## src/rtl/clock_pkg.sv

```systemverilog
// Shared types and constant helpers for the time/alarm setter: FSM states,
// cycle-count conversions and the modular field step used by the edit datapath.
package clock_pkg;

   typedef enum logic [2:0] {
      S_IDLE,
      S_LOAD_TIME,
      S_EDIT_TIME,
      S_LOAD_ALARM,
      S_EDIT_ALARM,
      S_COMMIT
   } state_e;

   // 64-bit intermediate keeps large clock rates from overflowing before the divide.
   function automatic int unsigned ms_cycles(input int unsigned clk_hz, input int unsigned ms);
      return 32'((64'(clk_hz) * 64'(ms)) / 64'd1000);
   endfunction

   function automatic int unsigned s_cycles(input int unsigned clk_hz, input int unsigned s);
      return clk_hz * s;
   endfunction

   // Step val by +/-1 or +/-10 modulo modulus; opposing requests cancel.
   function automatic int unsigned step_mod(input int unsigned val, input int unsigned modulus,
                                            input logic inc, input logic dec, input logic tens);
      int unsigned step;
      step = (tens ? 32'd10 : 32'd1) % modulus;
      if (inc && !dec) return (val + step >= modulus) ? val + step - modulus : val + step;
      if (dec && !inc) return (val >= step) ? val - step : val + modulus - step;
      return val;
   endfunction

endpackage

```

## src/rtl/btn_event.sv

```systemverilog
// Active-low button conditioner: 2-flop sync, falling-edge event, and, when
// AUTO_REPEAT_EN is defined, hold-to-repeat after DLY_CYC then every RPT_CYC.
module btn_event #(
   parameter int unsigned DLY_CYC = 1,
   parameter int unsigned RPT_CYC = 1,
   parameter bit          REPEAT  = 1'b1
) (
   input  logic clk,
   input  logic rst,
   input  logic btn_n_i,
   output logic evt_c_o
);

`ifdef AUTO_REPEAT_EN
   localparam bit REP_ON = REPEAT && (DLY_CYC != 0) && (RPT_CYC != 0);
`else
   localparam bit REP_ON = 1'b0 && REPEAT && (DLY_CYC != 0) && (RPT_CYC != 0);
`endif

   logic sync1_q, sync2_q, prev_q;
   logic warm1_q, warm2_q, armed_q;
   logic fall_c, rep_c;

   // Arm only after a real released level has been seen, so a button held
   // through reset produces nothing until it is let go.
   always_ff @(posedge clk or negedge rst) begin
      if (!rst) begin
         sync1_q <= 1'b1;
         sync2_q <= 1'b1;
         prev_q  <= 1'b1;
         warm1_q <= 1'b0;
         warm2_q <= 1'b0;
         armed_q <= 1'b0;
      end else begin
         sync1_q <= btn_n_i;
         sync2_q <= sync1_q;
         prev_q  <= sync2_q;
         warm1_q <= 1'b1;
         warm2_q <= warm1_q;
         armed_q <= armed_q | (warm2_q & sync2_q);
      end
   end

   assign fall_c  = armed_q & prev_q & ~sync2_q;
   assign evt_c_o = fall_c | rep_c;

   if (REP_ON) begin : g_repeat
      localparam int unsigned CW = $clog2(((DLY_CYC > RPT_CYC) ? DLY_CYC : RPT_CYC) + 1);
      logic [CW-1:0] cnt_q;
      logic          held_q, first_q;

      assign rep_c = held_q & ~sync2_q & (cnt_q == (first_q ? CW'(DLY_CYC) : CW'(RPT_CYC)));

      // cnt_q holds cycles since the last emitted event while the button stays down.
      always_ff @(posedge clk or negedge rst) begin
         if (!rst) begin
            cnt_q   <= '0;
            held_q  <= 1'b0;
            first_q <= 1'b0;
         end else if (fall_c) begin
            cnt_q   <= CW'(1);
            held_q  <= 1'b1;
            first_q <= 1'b1;
         end else if (sync2_q) begin
            held_q  <= 1'b0;
         end else if (held_q) begin
            if (rep_c) begin
               cnt_q   <= CW'(1);
               first_q <= 1'b0;
            end else begin
               cnt_q   <= cnt_q + CW'(1);
            end
         end
      end
   end else begin : g_no_repeat
      assign rep_c = 1'b0;
   end

endmodule

```

## src/rtl/time_alarm_setter.sv

```systemverilog
// Clock time / alarm editor with per-button event conditioning, idle timeout
// and N_ALARMS stored alarms. Define AUTO_REPEAT_EN for hold-to-repeat buttons.
module time_alarm_setter
   import clock_pkg::*;
#(
   parameter int unsigned CLK_HZ        = 50_000_000,
   parameter int unsigned MAX_MINUTES   = 60,
   parameter int unsigned MAX_HOURS     = 24,
   parameter int unsigned N_ALARMS      = 2,
   parameter int unsigned TIMEOUT_S     = 30,
   parameter int unsigned REPEAT_DLY_MS = 500,
   parameter int unsigned REPEAT_MS     = 100,
   localparam int unsigned MW = $clog2(MAX_MINUTES),
   localparam int unsigned HW = $clog2(MAX_HOURS),
   localparam int unsigned AW = (N_ALARMS > 1) ? $clog2(N_ALARMS) : 1
) (
   input  logic                   clk,
   input  logic                   rst,
   input  logic [MW-1:0]          cur_minutes,
   input  logic [HW-1:0]          cur_hours,
   input  logic                   time_mode_sw,
   input  logic                   alarm_mode_sw,
   input  logic [AW-1:0]          alarm_sel,
   input  logic                   min_tens_sw,
   input  logic                   hour_tens_sw,
   input  logic                   inc_min_n,
   input  logic                   dec_min_n,
   input  logic                   inc_hour_n,
   input  logic                   dec_hour_n,
   input  logic                   commit_n,
   output logic [MW-1:0]          edit_minutes,
   output logic [HW-1:0]          edit_hours,
   output logic                   editing,
   output logic                   set_time,
   output logic                   set_alarm,
   output logic [N_ALARMS*MW-1:0] alarm_minutes,
   output logic [N_ALARMS*HW-1:0] alarm_hours,
   output logic [N_ALARMS-1:0]    alarm_valid,
   output logic                   timeout
);

   localparam int unsigned TO_CYC  = s_cycles(CLK_HZ, TIMEOUT_S);
   localparam int unsigned TW      = $clog2(TO_CYC + 1);
   localparam int unsigned DLY_CYC = ms_cycles(CLK_HZ, REPEAT_DLY_MS);
   localparam int unsigned RPT_CYC = ms_cycles(CLK_HZ, REPEAT_MS);

   logic inc_min_e, dec_min_e, inc_hour_e, dec_hour_e, commit_e, any_evt_c;

   btn_event #(.DLY_CYC(DLY_CYC), .RPT_CYC(RPT_CYC), .REPEAT(1'b1)) u_inc_min (
      .clk(clk), .rst(rst), .btn_n_i(inc_min_n), .evt_c_o(inc_min_e));
   btn_event #(.DLY_CYC(DLY_CYC), .RPT_CYC(RPT_CYC), .REPEAT(1'b1)) u_dec_min (
      .clk(clk), .rst(rst), .btn_n_i(dec_min_n), .evt_c_o(dec_min_e));
   btn_event #(.DLY_CYC(DLY_CYC), .RPT_CYC(RPT_CYC), .REPEAT(1'b1)) u_inc_hour (
      .clk(clk), .rst(rst), .btn_n_i(inc_hour_n), .evt_c_o(inc_hour_e));
   btn_event #(.DLY_CYC(DLY_CYC), .RPT_CYC(RPT_CYC), .REPEAT(1'b1)) u_dec_hour (
      .clk(clk), .rst(rst), .btn_n_i(dec_hour_n), .evt_c_o(dec_hour_e));
   btn_event #(.DLY_CYC(DLY_CYC), .RPT_CYC(RPT_CYC), .REPEAT(1'b0)) u_commit (
      .clk(clk), .rst(rst), .btn_n_i(commit_n), .evt_c_o(commit_e));

   state_e                 state_q;
   logic [MW-1:0]          edit_min_q, edit_min_d;
   logic [HW-1:0]          edit_hour_q, edit_hour_d;
   logic [AW-1:0]          sel_q;
   logic                   is_alarm_q, editing_q;
   logic [TW-1:0]          tmr_q;
   logic                   set_time_q, set_alarm_q, timeout_q;
   logic [N_ALARMS*MW-1:0] alarm_min_q;
   logic [N_ALARMS*HW-1:0] alarm_hour_q;
   logic [N_ALARMS-1:0]    valid_q;

   assign any_evt_c   = inc_min_e | dec_min_e | inc_hour_e | dec_hour_e | commit_e;
   assign edit_min_d  = MW'(step_mod(32'(edit_min_q), MAX_MINUTES, inc_min_e, dec_min_e, min_tens_sw));
   assign edit_hour_d = HW'(step_mod(32'(edit_hour_q), MAX_HOURS, inc_hour_e, dec_hour_e, hour_tens_sw));

   always_ff @(posedge clk or negedge rst) begin
      if (!rst) begin
         state_q      <= S_IDLE;
         edit_min_q   <= '0;
         edit_hour_q  <= '0;
         sel_q        <= '0;
         is_alarm_q   <= 1'b0;
         editing_q    <= 1'b0;
         tmr_q        <= '0;
         set_time_q   <= 1'b0;
         set_alarm_q  <= 1'b0;
         timeout_q    <= 1'b0;
         alarm_min_q  <= '0;
         alarm_hour_q <= '0;
         valid_q      <= '0;
      end else begin
         set_time_q  <= 1'b0;
         set_alarm_q <= 1'b0;
         timeout_q   <= 1'b0;
         case (state_q)
            S_IDLE: begin
               if (time_mode_sw)       state_q <= S_LOAD_TIME;
               else if (alarm_mode_sw) state_q <= S_LOAD_ALARM;
            end
            S_LOAD_TIME: begin
               edit_min_q  <= cur_minutes;
               edit_hour_q <= cur_hours;
               is_alarm_q  <= 1'b0;
               editing_q   <= 1'b1;
               tmr_q       <= '0;
               state_q     <= S_EDIT_TIME;
            end
            S_LOAD_ALARM: begin
               sel_q       <= alarm_sel;
               edit_min_q  <= '0;
               edit_hour_q <= '0;
               if (32'(alarm_sel) < N_ALARMS) begin
                  edit_min_q  <= alarm_min_q[32'(alarm_sel)*MW +: MW];
                  edit_hour_q <= alarm_hour_q[32'(alarm_sel)*HW +: HW];
               end
               is_alarm_q  <= 1'b1;
               editing_q   <= 1'b1;
               tmr_q       <= '0;
               state_q     <= S_EDIT_ALARM;
            end
            S_EDIT_TIME, S_EDIT_ALARM: begin
               // Switch release aborts first, then commit, then stepping, then idle timeout.
               if (is_alarm_q ? !alarm_mode_sw : !time_mode_sw) begin
                  editing_q <= 1'b0;
                  state_q   <= S_IDLE;
               end else if (commit_e) begin
                  editing_q <= 1'b0;
                  state_q   <= S_COMMIT;
               end else if (any_evt_c) begin
                  edit_min_q  <= edit_min_d;
                  edit_hour_q <= edit_hour_d;
                  tmr_q       <= '0;
               end else if (tmr_q == TW'(TO_CYC - 1)) begin
                  editing_q <= 1'b0;
                  timeout_q <= 1'b1;
                  state_q   <= S_IDLE;
               end else begin
                  tmr_q <= tmr_q + TW'(1);
               end
            end
            S_COMMIT: begin
               state_q <= S_IDLE;
               if (is_alarm_q) begin
                  set_alarm_q <= 1'b1;
                  if (32'(sel_q) < N_ALARMS) begin
                     alarm_min_q[32'(sel_q)*MW +: MW]  <= edit_min_q;
                     alarm_hour_q[32'(sel_q)*HW +: HW] <= edit_hour_q;
                     valid_q[sel_q]                    <= 1'b1;
                  end
               end else begin
                  set_time_q <= 1'b1;
               end
            end
            default: state_q <= S_IDLE;
         endcase
      end
   end

   assign edit_minutes  = edit_min_q;
   assign edit_hours    = edit_hour_q;
   assign editing       = editing_q;
   assign set_time      = set_time_q;
   assign set_alarm     = set_alarm_q;
   assign timeout       = timeout_q;
   assign alarm_minutes = alarm_min_q;
   assign alarm_hours   = alarm_hour_q;
   assign alarm_valid   = valid_q;

endmodule

```

## config.mk

```make
export PLATFORM = sky130hd
export DESIGN_NAME = time_alarm_setter
export DESIGN_NICKNAME = d
export VERILOG_FILES = /design/src/rtl/clock_pkg.sv /design/src/rtl/btn_event.sv /design/src/rtl/time_alarm_setter.sv
export SDC_FILE = /design/constraint.sdc
export NUM_CORES = 1
export LEC_CHECK = 0
export CORE_UTILIZATION = 45
export DETAILED_ROUTE_END_ITERATION = 10
export GPL_TIMING_DRIVEN = 0
export HOLD_SLACK_MARGIN = 0.08
export PLACE_DENSITY = 0.66
export SLEW_MARGIN = 30
export SYNTH_ARGS = -nofsm -noshare
export SYNTH_HDL_FRONTEND = slang
export SYNTH_SLANG_ARGS = --single-unit
```

## constraint.sdc

```tcl
create_clock -name clk -period 6.5 [get_ports clk]
set_input_delay 1.3 -clock clk [delete_from_list [all_inputs] [get_ports clk]]
set_output_delay 1.3 -clock clk [all_outputs]
set_load 0.005 [all_outputs]
```

==> run_results.csv <==
group,metric,value,unit
setup_path,start_kind,"input pin",
route,drtIter0Drc,297,
floorplanning,core-area,0.0126,sq mm
power,power.static_leakage,2.99,nW
timing,hold_viol_final,0,
synthesis,synth_ff_type,"dfrtp_1",
setup_path,cp-end-kind,"register",
setup_path,cp_top_family,"compound AO/OA/AOI/OAI gates",
cts,cts_max_level,3,
cts,root_buffer,"clkbuf_16",
power,peakVddDrop,0.202,mV
synthesis,syn_area_per_cell,9.65,sq um
setup_path,crit_top_cell,"ha_1",
grt,grt_use_met2,0.358,
cells_and_area,final-seq-area,0.00245,sq mm
route,wl_per_cell,16.7,microns
power,power_density,410,mW/mm^2
cts,cts_sinks,97,
grt,busiest_layer,"met2",
timing,max_freq,0.235,GHz
cts,post-cts-setup-buffers,0,
grt,antenna_found_initial,0,
setup_path,critical_path_class,"in -> reg",
cts,path_clk_slew,0.07,ns
setup_path,cpPeakStageDelay,0.56,ns
setup_path,cp_cell_sequence,"clkdlybuf4s50_1 > inv_1 > ha_1 > nor2b_1 > o21ai_0 > xor2_1 > ha_1 > and3_1 > a32oi_1 > a21oi_1 > or2_2 > a211o_1",
timing,relSlewSlack,0.425,
grt,grt_util_met3,0.0434,
synthesis,synth_seq_cells,97,
setup_path,cp_slowest_cell,"clkdlybuf4s50_1",
cts,numCtsBuffers,9,
grt,first_global_vias,4767,
timing,rsz0062_at_grt,"no",
grt,grt_max_degree,58,
route,num_vias,4784,
outcome,status,"complete, no violations",
route,drc,0,
timing,min_period_over_period,0.655,
route,dr.pass1.iters,4,
timing,worstMarginPinSlew,0.863,ns
synthesis,synth_seq_area_share,0.420,
floorplanning,start_util,0.461,
floorplanning,row_count,41,
grt,grt_pass1_wl,23400,microns
cells_and_area,fill_cells,1172,
timing,finalClockSkew,0.00842,ns
worst_hold_path,hold_class,"reg -> reg",
synthesis,synthesis.instances,603,
synthesis,synthArstFlopShare,1.00,
cells_and_area,antenna_cells,0,
grt,grtUsageMet1,0.313,
place,io_buffers,61,
grt,grtUsageTotal,0.229,
timing,slew_viol_final,0,
timing,min_period,4.26,ns
floorplanning,io-pin-count,62,
timing,fin_tns_setup,0,ns
cells_and_area,syn_to_final_growth,20.2,%
cells_and_area,postLayoutCoreUtil,0.554,
synthesis,synth_area,0.00582,sq mm
synthesis,ys_warn_count,0,
route,wl,14200,microns
setup_path,cp_max_fo,6,
place,dp_hpwl,10400,microns
cells_and_area,post-route-cell-area,0.00699,sq mm
cts,clkLatencyLatePin,0.35,ns
cts,cts_tree,"yes",
job,cap_violations,0,
cts,hold_buffers,0,
route,vias_per_cell,5.61,
grt,grt_overflow,0,
setup_path,critPathBufInv,2,
route,drtAntennaViolNets,0,
synthesis,synth_edf_count,0,
synthesis,ys_types,72,
cts,clock_path_buffers,2,
cells_and_area,final_layout_size_suffix_gt1_frac,0.115,
setup_path,arrival,4.49,ns
setup_path,required,6.74,ns
floorplanning,die_h,116,microns
floorplanning,die-area,0.0134,sq mm
cts,ctsResizeCount,0,
cells_and_area,fin_nets,736,
place,gp_congestion,0.887,
timing,setup_violations,0,
power,power,0.00286,W
synthesis,synthesis.nets,663,
floorplanning,die_w,116,microns
place,dpl-instance-area,0.00667,sq mm
cells_and_area,multi_input_area,0.00314,sq mm
## cells by family (layout without fill, tap and decap cells)
family / count (synthesis) / after routing / share of synthesized area
simple gates: 213 / 213 / 0.192
compound gates: 137 / 137 / 0.154
flops: 97 / 97 / 0.420
buf+inv: 58 / 136 / 0.0398
fa+ha+maj: 37 / 37 / 0.0886
mux: 35 / 35 / 0.0637
xor+xnor: 25 / 25 / 0.0409
other cells: 1 / 1 / 0.000645
## metal layers
layer,vias to the layer above,share of wire
li1,2280,-
met1,2337,0.47
met2,148,0.46
met3,19,0.055
met4,0,0.017
met5,-,0
## where the power goes
group	internal [W]	switching [W]	total, W
clock	0.000309	0.000257	0.000566
sequential	0.000733	0.000141	0.000874
combinational	0.000630	0.000793	0.00142
total	0.00167	0.00119	0.00286
## state kept, by name, indices dropped and copies added, names as in the netlist, 2 cells and up
register	cells
alarm_valid	2
edit_minutes	6
alarm_hours	10
state_q	3
alarm_minutes	12
edit_hours	5
tmr_q	31
## final cells by class
cell class,instances,area share
tap,172,0.0308
clock buffer,9,0.0322
timing repair buffer,62,0.0915
multi-input combinational,448,0.449
buffer,23,0.0143
sequential,97,0.350
clock inverter,7,0.0132
inverter,35,0.0188
## worst reg2reg max path, cell delays in order (launching register included)
cell and delay, ns:
dfrtp_1 0.48, ha_1 0.39, nor2b_1 0.24, o21ai_0 0.13
xor2_1 0.20, ha_1 0.30, and3_1 0.20, a32oi_1 0.29
a21oi_1 0.13, or2_2 0.31, a211o_1 0.25
## synth_stat cells, types with 2 or more instances
cell type	instances	share of area
nor4b_1	2	0.0030
a211oi_1	2	0.0026
fa_1	7	0.024
ha_1	30	0.065
o31ai_1	8	0.010
buf_4	2	0.0026
dfstp_2	15	0.068
and2_1	4	0.0043
o41ai_1	2	0.0030
o221ai_1	2	0.0030
nand2b_1	9	0.0097
nor3_1	12	0.010
nor2_1	39	0.025
or2_2	9	0.0097
xor2_1	7	0.011
or4_1	2	0.0026
nor2b_1	7	0.0075
o32ai_1	2	0.0030
nand3b_1	5	0.0065
or3_1	7	0.0075
clkbuf_1	16	0.010
dfrtp_1	82	0.35
a31oi_1	11	0.012
and3_1	11	0.012
mux2_2	16	0.031
inv_1	35	0.023
mux2i_1	19	0.033
nand3_1	21	0.018
o21ai_0	44	0.038
a21boi_0	3	0.0039
a21oi_1	34	0.029
buf_2	5	0.0043
a2111oi_0	2	0.0030
nand4_1	11	0.012
nand2_1	56	0.036
o211ai_1	2	0.0026
a21o_1	6	0.0077
a211o_1	3	0.0045
xnor2_1	17	0.026
nor3b_1	4	0.0052
## worst paths after layout
kind	to	start	slack [ns]	depth (start not counted)
setup / recovery	edit_minutes[2]$_DFFE_PN0P_	min_tens_sw	2.24	12
hold / removal	u_dec_hour.warm2_q$_DFF_PN0_	u_commit.warm1_q$_DFF_PN0_	0.35	0
setup reg to reg	edit_minutes[2]$_DFFE_PN0P_	edit_minutes[1]$_DFFE_PN0P_	3.48	10
hold reg to reg	u_dec_hour.warm2_q$_DFF_PN0_	u_commit.warm1_q$_DFF_PN0_	0.35	0
max in group asynchronous	tmr_q[25]$_DFFE_PN0P_	rst	5.04	2
min in group asynchronous	alarm_minutes[6]$_DFFE_PN0P_	rst	0.84	1
## through the flow
step | std cells | hold WS, ns | setup slack (ns)
2_1_floorplan | 603 | 0.331 | 2.83
3_3_place_gp | 836 | 0.332 | 0.572
3_5_place_dp | 837 | 0.336 | 1.95
4_1_cts | 853 | 0.354 | 2.33
5_1_grt | 853 | 0.360 | 2.09
6_report | 853 | 0.350 | 2.24
## cell usage in the layout (no fill, tap or decap), types with 4 or more instances in the layout
cell type and instances:
a31oi_1 11, or2_2 9, nand2b_1 9, xor2_1 7, mux2i_1 19, nor2_1 39, and2_1 4, nor3b_1 4
nor3_1 12, or3_1 7, nand3_1 21, a21oi_1 34, o21ai_0 44, inv_1 35, clkbuf_1 16, a21o_1 6
mux2_2 16, clkdlybuf4s50_1 60, clkbuf_16 9, o31ai_1 8, nand2_1 56, buf_2 5, dfstp_2 15, nand3b_1 5
nand4_1 11, dfrtp_1 82, fa_1 7, and3_1 11, ha_1 30, nor2b_1 7, xnor2_1 17
Power figures use the tool's default switching activity.
